==> src/rtl/ysyx_22040237_mc_seq_pkg.sv <==
// Shared definitions for the multi-cycle sequencer: widths, reset PC and state encodings.
// The optional perf counters are enabled with YSYX_22040237_PERF_CNT_EN (see top).
package ysyx_22040237_mc_seq_pkg;

  localparam int          ysyx_22040237_REG_WIDTH  = 64;
  localparam int          ysyx_22040237_INST_WIDTH = 32;
  localparam logic [63:0] ysyx_22040237_RESET_PC   = 64'h8000_0000;

  typedef enum logic [2:0] {
    ST_IF    = 3'd0,
    ST_ID    = 3'd1,
    ST_EX    = 3'd2,
    ST_LS    = 3'd3,
    ST_WB    = 3'd4,
    ST_HALT  = 3'd5,
    ST_FAULT = 3'd6
  } state_e;

  function automatic logic is_wait_state(input state_e s);
    return (s == ST_IF) || (s == ST_LS);
  endfunction

endpackage

==> src/rtl/ysyx_22040237_mem_wait_timer.sv <==
// Wait-cycle counter shared by IF and LS; expire_o marks the last cycle an ack may still arrive.
module ysyx_22040237_mem_wait_timer #(
  parameter int TIMEOUT = 16
) (
  input  logic clk,
  input  logic rst,
  input  logic clr_i,
  input  logic inc_i,
  output logic expire_o
);

  localparam int CW = $clog2(TIMEOUT + 1);

  logic [CW-1:0] cnt_q, cnt_d;

  always_comb begin
    cnt_d = cnt_q;
    if (clr_i)      cnt_d = '0;
    else if (inc_i) cnt_d = cnt_q + CW'(1);
  end

  always_ff @(posedge clk) begin
    if (rst) cnt_q <= '0;
    else     cnt_q <= cnt_d;
  end

  // A miss on this cycle would be the TIMEOUT-th non-ack cycle.
  assign expire_o = (cnt_q == CW'(TIMEOUT - 1));

endmodule

==> src/rtl/ysyx_22040237_mc_seq.sv <==
// Multi-cycle core sequencer: owns the PC and steps IF->ID->EX->LS->WB with memory req/ack handshakes.
// Define YSYX_22040237_PERF_CNT_EN to add cycle_cnt_o / instret_o performance counters.
module ysyx_22040237_mc_seq
  import ysyx_22040237_mc_seq_pkg::*;
#(
  parameter int               XLEN        = ysyx_22040237_REG_WIDTH,
  parameter logic [XLEN-1:0]  RESET_PC    = XLEN'(ysyx_22040237_RESET_PC),
  parameter int               MEM_TIMEOUT = 16,
  parameter int               CNT_W       = 64
) (
  input  logic            clk,
  input  logic            rst,
  output logic [XLEN-1:0] pc_o,
  output logic            imem_req_o,
  input  logic            imem_ack_i,
  input  logic            imem_err_i,
  input  logic [31:0]     imem_rdata_i,
  output logic [31:0]     inst_o,
  output logic            inst_vld_o,
  input  logic            is_mem_i,
  input  logic            halt_i,
  input  logic            jump_flag_i,
  input  logic [XLEN-1:0] jump_addr_i,
  output logic            dmem_req_o,
  input  logic            dmem_ack_i,
  input  logic            rd_wr_en_i,
  output logic            rf_wr_en_o,
  output logic [2:0]      state_o,
  output logic            halted_o,
`ifdef YSYX_22040237_PERF_CNT_EN
  output logic [CNT_W-1:0] cycle_cnt_o,
  output logic [CNT_W-1:0] instret_o,
`endif
  output logic            fault_o
);

  // Handshakes: a req is held high for the whole IF/LS stay; the matching ack is a single-cycle
  // completion that is only looked at while that req is high.

  state_e                       state_q, state_d;
  logic [XLEN-1:0]              pc_q, pc_d, next_pc_q, next_pc_d;
  logic [ysyx_22040237_INST_WIDTH-1:0] inst_q, inst_d;
  logic                         in_wait, ack_now, expire;

  assign in_wait = is_wait_state(state_q);
  assign ack_now = (state_q == ST_IF) ? imem_ack_i : dmem_ack_i;

  ysyx_22040237_mem_wait_timer #(.TIMEOUT(MEM_TIMEOUT)) u_wait_timer (
    .clk      (clk),
    .rst      (rst),
    .clr_i    (~in_wait | ack_now),
    .inc_i    (in_wait & ~ack_now),
    .expire_o (expire)
  );

  always_comb begin
    state_d    = state_q;
    pc_d       = pc_q;
    next_pc_d  = next_pc_q;
    inst_d     = inst_q;
    imem_req_o = 1'b0;
    dmem_req_o = 1'b0;
    inst_vld_o = 1'b0;
    rf_wr_en_o = 1'b0;
    case (state_q)
      ST_IF: begin
        imem_req_o = 1'b1;
        if (imem_ack_i) begin
          if (imem_err_i) state_d = ST_FAULT;
          else begin
            inst_d  = imem_rdata_i;
            state_d = ST_ID;
          end
        end else if (expire) state_d = ST_FAULT;
      end
      ST_ID: begin
        inst_vld_o = 1'b1;
        state_d    = ST_EX;
      end
      ST_EX: begin
        if (halt_i) state_d = ST_HALT;
        else if (jump_flag_i && (jump_addr_i[1:0] != 2'b00)) state_d = ST_FAULT;
        else begin
          next_pc_d = jump_flag_i ? jump_addr_i : pc_q + XLEN'(4);
          state_d   = is_mem_i ? ST_LS : ST_WB;
        end
      end
      ST_LS: begin
        dmem_req_o = 1'b1;
        if (dmem_ack_i)  state_d = ST_WB;
        else if (expire) state_d = ST_FAULT;
      end
      ST_WB: begin
        rf_wr_en_o = rd_wr_en_i;
        pc_d       = next_pc_q;
        state_d    = ST_IF;
      end
      ST_HALT:  state_d = ST_HALT;
      ST_FAULT: state_d = ST_FAULT;
      default:  state_d = ST_FAULT;
    endcase
  end

  always_ff @(posedge clk) begin
    if (rst) begin
      state_q   <= ST_IF;
      pc_q      <= RESET_PC;
      next_pc_q <= RESET_PC;
      inst_q    <= '0;
    end else begin
      state_q   <= state_d;
      pc_q      <= pc_d;
      next_pc_q <= next_pc_d;
      inst_q    <= inst_d;
    end
  end

  assign pc_o     = pc_q;
  assign inst_o   = inst_q;
  assign state_o  = state_q;
  assign halted_o = (state_q == ST_HALT);
  assign fault_o  = (state_q == ST_FAULT);

`ifdef YSYX_22040237_PERF_CNT_EN
  logic [CNT_W-1:0] cycle_cnt_q, instret_q;

  always_ff @(posedge clk) begin
    if (rst) begin
      cycle_cnt_q <= '0;
      instret_q   <= '0;
    end else begin
      if (state_q != ST_HALT && state_q != ST_FAULT) cycle_cnt_q <= cycle_cnt_q + CNT_W'(1);
      if (state_q == ST_WB)                          instret_q   <= instret_q + CNT_W'(1);
    end
  end

  assign cycle_cnt_o = cycle_cnt_q;
  assign instret_o   = instret_q;
`endif

endmodule

==> config.mk <==
export PLATFORM = sky130hd
export DESIGN_NAME = ysyx_22040237_mc_seq
export DESIGN_NICKNAME = d
export VERILOG_FILES = /design/src/rtl/ysyx_22040237_mc_seq_pkg.sv /design/src/rtl/ysyx_22040237_mem_wait_timer.sv /design/src/rtl/ysyx_22040237_mc_seq.sv
export SDC_FILE = /design/constraint.sdc
export NUM_CORES = 1
export LEC_CHECK = 0
export BUFFER_PORTS_ARGS = -buffer_cell sky130_fd_sc_hd__buf_2
export CAP_MARGIN = 25
export CORE_ASPECT_RATIO = 0.9
export CORE_MARGIN = 3
export CORE_UTILIZATION = 46
export CTS_BUF_LIST = sky130_fd_sc_hd__clkbuf_16
export DETAILED_ROUTE_END_ITERATION = 10
export PLACE_DENSITY = 0.68
export SYNTH_ARGS = -nofsm -noshare
export SYNTH_HDL_FRONTEND = slang
export SYNTH_HIERARCHICAL = 1
export SYNTH_SLANG_ARGS = --single-unit
==> constraint.sdc <==
create_clock -name clk -period 5.8 [get_ports clk]
set_input_delay 1.74 -clock clk [delete_from_list [all_inputs] [get_ports clk]]
set_output_delay 1.74 -clock clk [all_outputs]
set_load 0.01 [all_outputs]
# After elaboration in Yosys (flattened, before gate mapping)
# Index checks and enable logic that the tools add are counted.
# word_totals
wordCells	42
mem_bits_ro	0
regBits	168
input_bits	105
latch_bits	0
mem_count	0
mem_bits_rw	0
# classes
shift	0
reduce_logical	7
magnitude_cmp	0
bitwise	7
n_div	0
mul	0
n_addsub	2
n_eq_ne	7
muxes	14
# ops
op	n
adder 64 x 3 -> 64 bit (second input constant)	1
2-to-1 mux 64 bit	1
2-to-1 mux 3 bit	7
one-hot mux 3 bit (6 select lines)	1
equality test 3 bit (second input constant)	3
equality test 3 x 2 -> 1 bit (second input constant)	2
AND reduction 3 bit	2
adder 5 x 1 -> 5 bit (second input constant)	1
equality test 5 x 4 -> 1 bit (second input constant)	1
2-to-1 mux 1 bit	5
inverter 1 bit	5
equality test 3 x 1 -> 1 bit (second input constant)	1
zero test 3 bit	1
nonzero test 2 bit	1
OR reduction 2 bit	1
AND 1 bit	1
logical AND 1 bit	1
logical OR 1 bit	1
OR 1 bit	1

# Longest topological paths before layout
# depth
word_depth	5
depth_mapped	9

# By module
# Netlist, hierarchy kept.
# by_module_without_submodules
mod	area_each_um2	n_inst	cells_each
ysyx_22040237_mc_seq	8185.4	1	1084
ysyx_22040237_mem_wait_timer	257.7	1	24

# Worst setup path before layout
# OpenSTA, ideal clock, no wires.
# synth_timing
path_type	in2out
startpoint	input port rd_wr_en_i
endpoint	output port rf_wr_en_o
required_time_ps	4060
path_buffers	0
setup_slack_ps	2174
t_arrival_ps	1886
cell_stages	1
cell_sequence	and2_1
# synth_between
elab_chain_cells	1
# synth_rtl
element	line	source
start, declared	ysyx_22040237_mc_seq.sv:26	input logic rd_wr_en_i,
2-to-1 mux 1 bit	ysyx_22040237_mc_seq.sv:65	case (state_q)
end, declared	ysyx_22040237_mc_seq.sv:27	output logic rf_wr_en_o,
# Every way passes these cells.

# Final worst setup path
# layout_timing
startpoint	input port halt_i
endpoint	register next_pc_q[21]
# layout_between
elab_chain_cells	2
# layout_rtl
element	line	source
start, declared	ysyx_22040237_mc_seq.sv:21	input logic halt_i,
inverter 1 bit (no source line)	n/a	
AND reduction 3 bit (no source line)	n/a	
end signal, assigned	ysyx_22040237_mc_seq.sv:113	next_pc_q <= next_pc_d;
end, declared	ysyx_22040237_mc_seq.sv:41	logic [XLEN-1:0] pc_q, pc_d, next_pc_q, next_pc_d;
# Every way passes these cells.
# A chain may end at the register's enable or synchronous reset.

==> metrics.csv <==
stage,metric,value,unit
timing,fmax,251,MHz
route,wl_met2,11600,um
cells_and_area,regArea,3360,um^2
synth,syn-cell-area,8440,um^2
cts,cts_buffer_depth,2,
critical_path,cp-startpoint,halt_i,
worst_hold_path,worstHoldPathType,flop to flop,
critical_path,worstPathRequired,6.13,ns
global_route,grt_pass1_wl,40600,um
pwr,p_int,1.96,mW
timing,layout_min_cycle_time,3.99,ns
synth,ys_top_cells_by_area,"dfxtp_1, nand2_1, a21oi_1, clkbuf_1, xnor2_1",
cells_and_area,antenna_cells,0,
cells_and_area,area_growth,18.7,%
critical_path,r2r_slack,2.68,ns
pwr,switching_share,0.287,
critical_path,start_kind,input pin,
floorplan,io_pins,210,
place,dpl_cell_area,9450,um^2
route,drtAntennaViolNets,0,
cts,htree_levels,4,
critical_path,cp_cell_sequence,buf_2 > or4b_2 > nor2_4 > buf_4 > and3_1 > a21oi_1 > o22ai_1,
cts,cts_setup_buffers,0,
cells_and_area,finalNetCount,1362,
worst_hold_path,hold_start,next_pc_q[57],
route,highest_layer,met5,
critical_path,reg2reg_from,state_o[1],
cells_and_area,multi_input_area,4560,um^2
cells_and_area,layout-drive-gt1-share,0.215,
timing,finalCritPeriodShare,0.688,
global_route,grt.overflow.total,0,
pwr,p_per_area,274,nW/um^2
pwr,p_clk_frac,0.396,
pwr,switching_power,789,uW
synth,synth_top_cell_by_area,dfxtp_1,
synth,synth_nets,1216,
route,drc,0,
pwr,combPwrFrac,0.152,
cts,cts-buffers-inserted,17,
route,vias,8552,
synth,yosys_register_bits,168,
cts,cts.sinks,168,
global_route,grt_max_degree,85,
route,wl_met1,11600,um
critical_path,rr_worst_depth,6,
timing,worstMarginPinSlew,0.931,ns
synth,yosysSeqAreaShare,0.398,
pwr,pwr-share-seq,0.452,
global_route,grt_usage,0.250,
timing,hold_viol,0,
place,placed_cells,1474,
pwr,leakagePower,3.77,nW
timing,hold_slack,0.448,ns
timing,setup_viol,0,
timing,drv_slew,0,
critical_path,reg2reg_to,next_pc_q[21],
critical_path,slowest_delay,0.94,ns
critical_path,critPathArrivalTime,4.32,ns
critical_path,worst-setup-path-type,input pin to flop,
timing,setup_tns,0,ns
critical_path,crit_buf_inv,2,
critical_path,crit_family,simple AND/OR/NAND/NOR gates,
route,wl_per_cell,17.1,um
route,vias_per_cell,5.68,
synth,synth_ff_type,dfxtp_1,
critical_path,end_kind,flop,
worst_hold_path,hold-path-endpoint,pc_o[57],
floorplan,core,17800,um^2
cts,clk_pin_slew,0.06,ns
synth,avgSynthCellArea,7.62,um^2
cells_and_area,fin_area,10000,um^2
global_route,antenna_found_initial,1,
critical_path,crit_path_top_delay_cell,or4b_2,
floorplan,dieWidth,149,um
synth,synthCells,1108,
route,routed-wl-met3,2210,um
cells_and_area,layout_common_cells,"nand2_1, buf_2, dfxtp_1",
floorplan,dieHeight,135,um
cts,clock-root-buffer,clkbuf_16,
route,drt_wl_total,25700,um
synth,synth.distinct_cells,59,
floorplan,die-area,20000,um^2
pwr,finalPower,2.75,mW
synth,ys_warn_count,6,
timing,relSlewSlack,0.376,
run,cap_viol_max_count,0,
cells_and_area,final_cells,1506,
cts,cts_tree,yes,
cts,cts.hold.buffers_added,0,
run_status,status,completed,
floorplan,initial_utilization,0.475,
critical_path,critPathMaxFanout,38,
cts,insertion_delay,0.43,ns
global_route,grt_pass1_vias,7732,
timing,clock_skew,0.0119,ns
place,place_congestion,0.873,
timing,rsz0062_at_grt,false,
place,dpl.hpwl,17300,um
floorplan,std_cell_rows,46,
pwr,vdd_drop_max,0.000198,V
place,portBuffers,209,
cells_and_area,final_common_cell,nand2_1,
cts,cts_resized,0,
synth,synth_top_area_share,0.398,
synth,synth_edf_count,0,
cells_and_area,nFillCells,1710,
worst_hold_path,hold_depth,2,
route,dr.pass1.iters,5,
route,dr.first_iter.drc_count,707,
synth,synthArstFlopShare,0,
## worst register-to-register path: stages, from the launching register on
cell     delay, ns
dfxtp_1       0.54
or4b_2        0.96
nor2_4        0.78
buf_4         0.35
and3_1        0.18
a21oi_1       0.05
o22ai_1       0.17
## metal layers
layer  up-vias  global-route usage
met1      3960               0.355
met3        28              0.0644
met4         2              0.0564
met5         -                   0
li1       4221                   -
met2       341               0.384
## how the worst max path moves through the flow
stage,to,slack [ns],cells past startpoint
finish,next_pc_q[21],1.81,7
global route,next_pc_q[14],1.69,6
CTS,next_pc_q[21],1.86,7
detailed placement,next_pc_q[25],1.41,6
global placement,next_pc_q[20],1.45,7
floorplan,rf_wr_en_o,2.17,1
## layout make-up
cell class                 instances  share of cell area
clock buffer                      17              0.0425
sequential                       168               0.336
multi-input combinational        824               0.455
timing repair buffer             222               0.117
tap                              240              0.0300
clock inverter                    14              0.0120
inverter                          21             0.00787
## through the flow
stage / setup WS, ns / utilization
floorplan: 2.17 / -
global placement: 1.45 / 0.531
detailed placement: 1.41 / 0.531
CTS: 1.86 / 0.562
global route: 1.69 / 0.563
finish: 1.81 / 0.563
## synthesized netlist by cell type, types with 5 or more instances
cell type	number
a311oi_1	8
or3_1	9
and4_1	9
inv_1	21
nor3b_1	5
and3_1	26
buf_1	5
nand2_1	252
a211oi_1	11
nand4_1	31
nand3b_1	17
mux2i_1	9
xnor2_1	32
nand2b_1	7
clkbuf_8	7
o22ai_1	17
a31oi_1	13
o211ai_1	8
clkbuf_1	76
nor4_1	20
dfxtp_1	168
o21ai_0	38
nor2_1	22
a21oi_1	149
nand3_1	39
a311o_1	6
nor3_1	28
or4_1	9
xor2_1	7
## flip-flops by register name, indices dropped and copies added (netlist names)
register / count
next_pc_q: 64
pc_o: 64
inst_o: 32
u_wait_timer/cnt_q: 5
state_o: 3
## kinds of logic after synthesis
kind of cell	count (synthesis)	share of synthesized area
AND/OR/NAND/NOR	504	0.297
AO/OA/AOI/OAI	268	0.184
flip-flops	168	0.398
buffers and inverters	116	0.0634
XOR/XNOR	39	0.0405
multiplexers	10	0.0124
adder cells (fa/ha/maj)	3	0.00445
## power by group through the flow
stage	sequential [mW]	combinational, mW	clock, mW
after global placement	1.26	0.406	0
final	1.24	0.417	1.09
after global routing	1.25	0.461	1.15
after floorplan	1.26	0.264	0
after CTS	1.24	0.412	1.10
after detailed placement	1.27	0.410	0
Power figures use the tool's default switching activity.
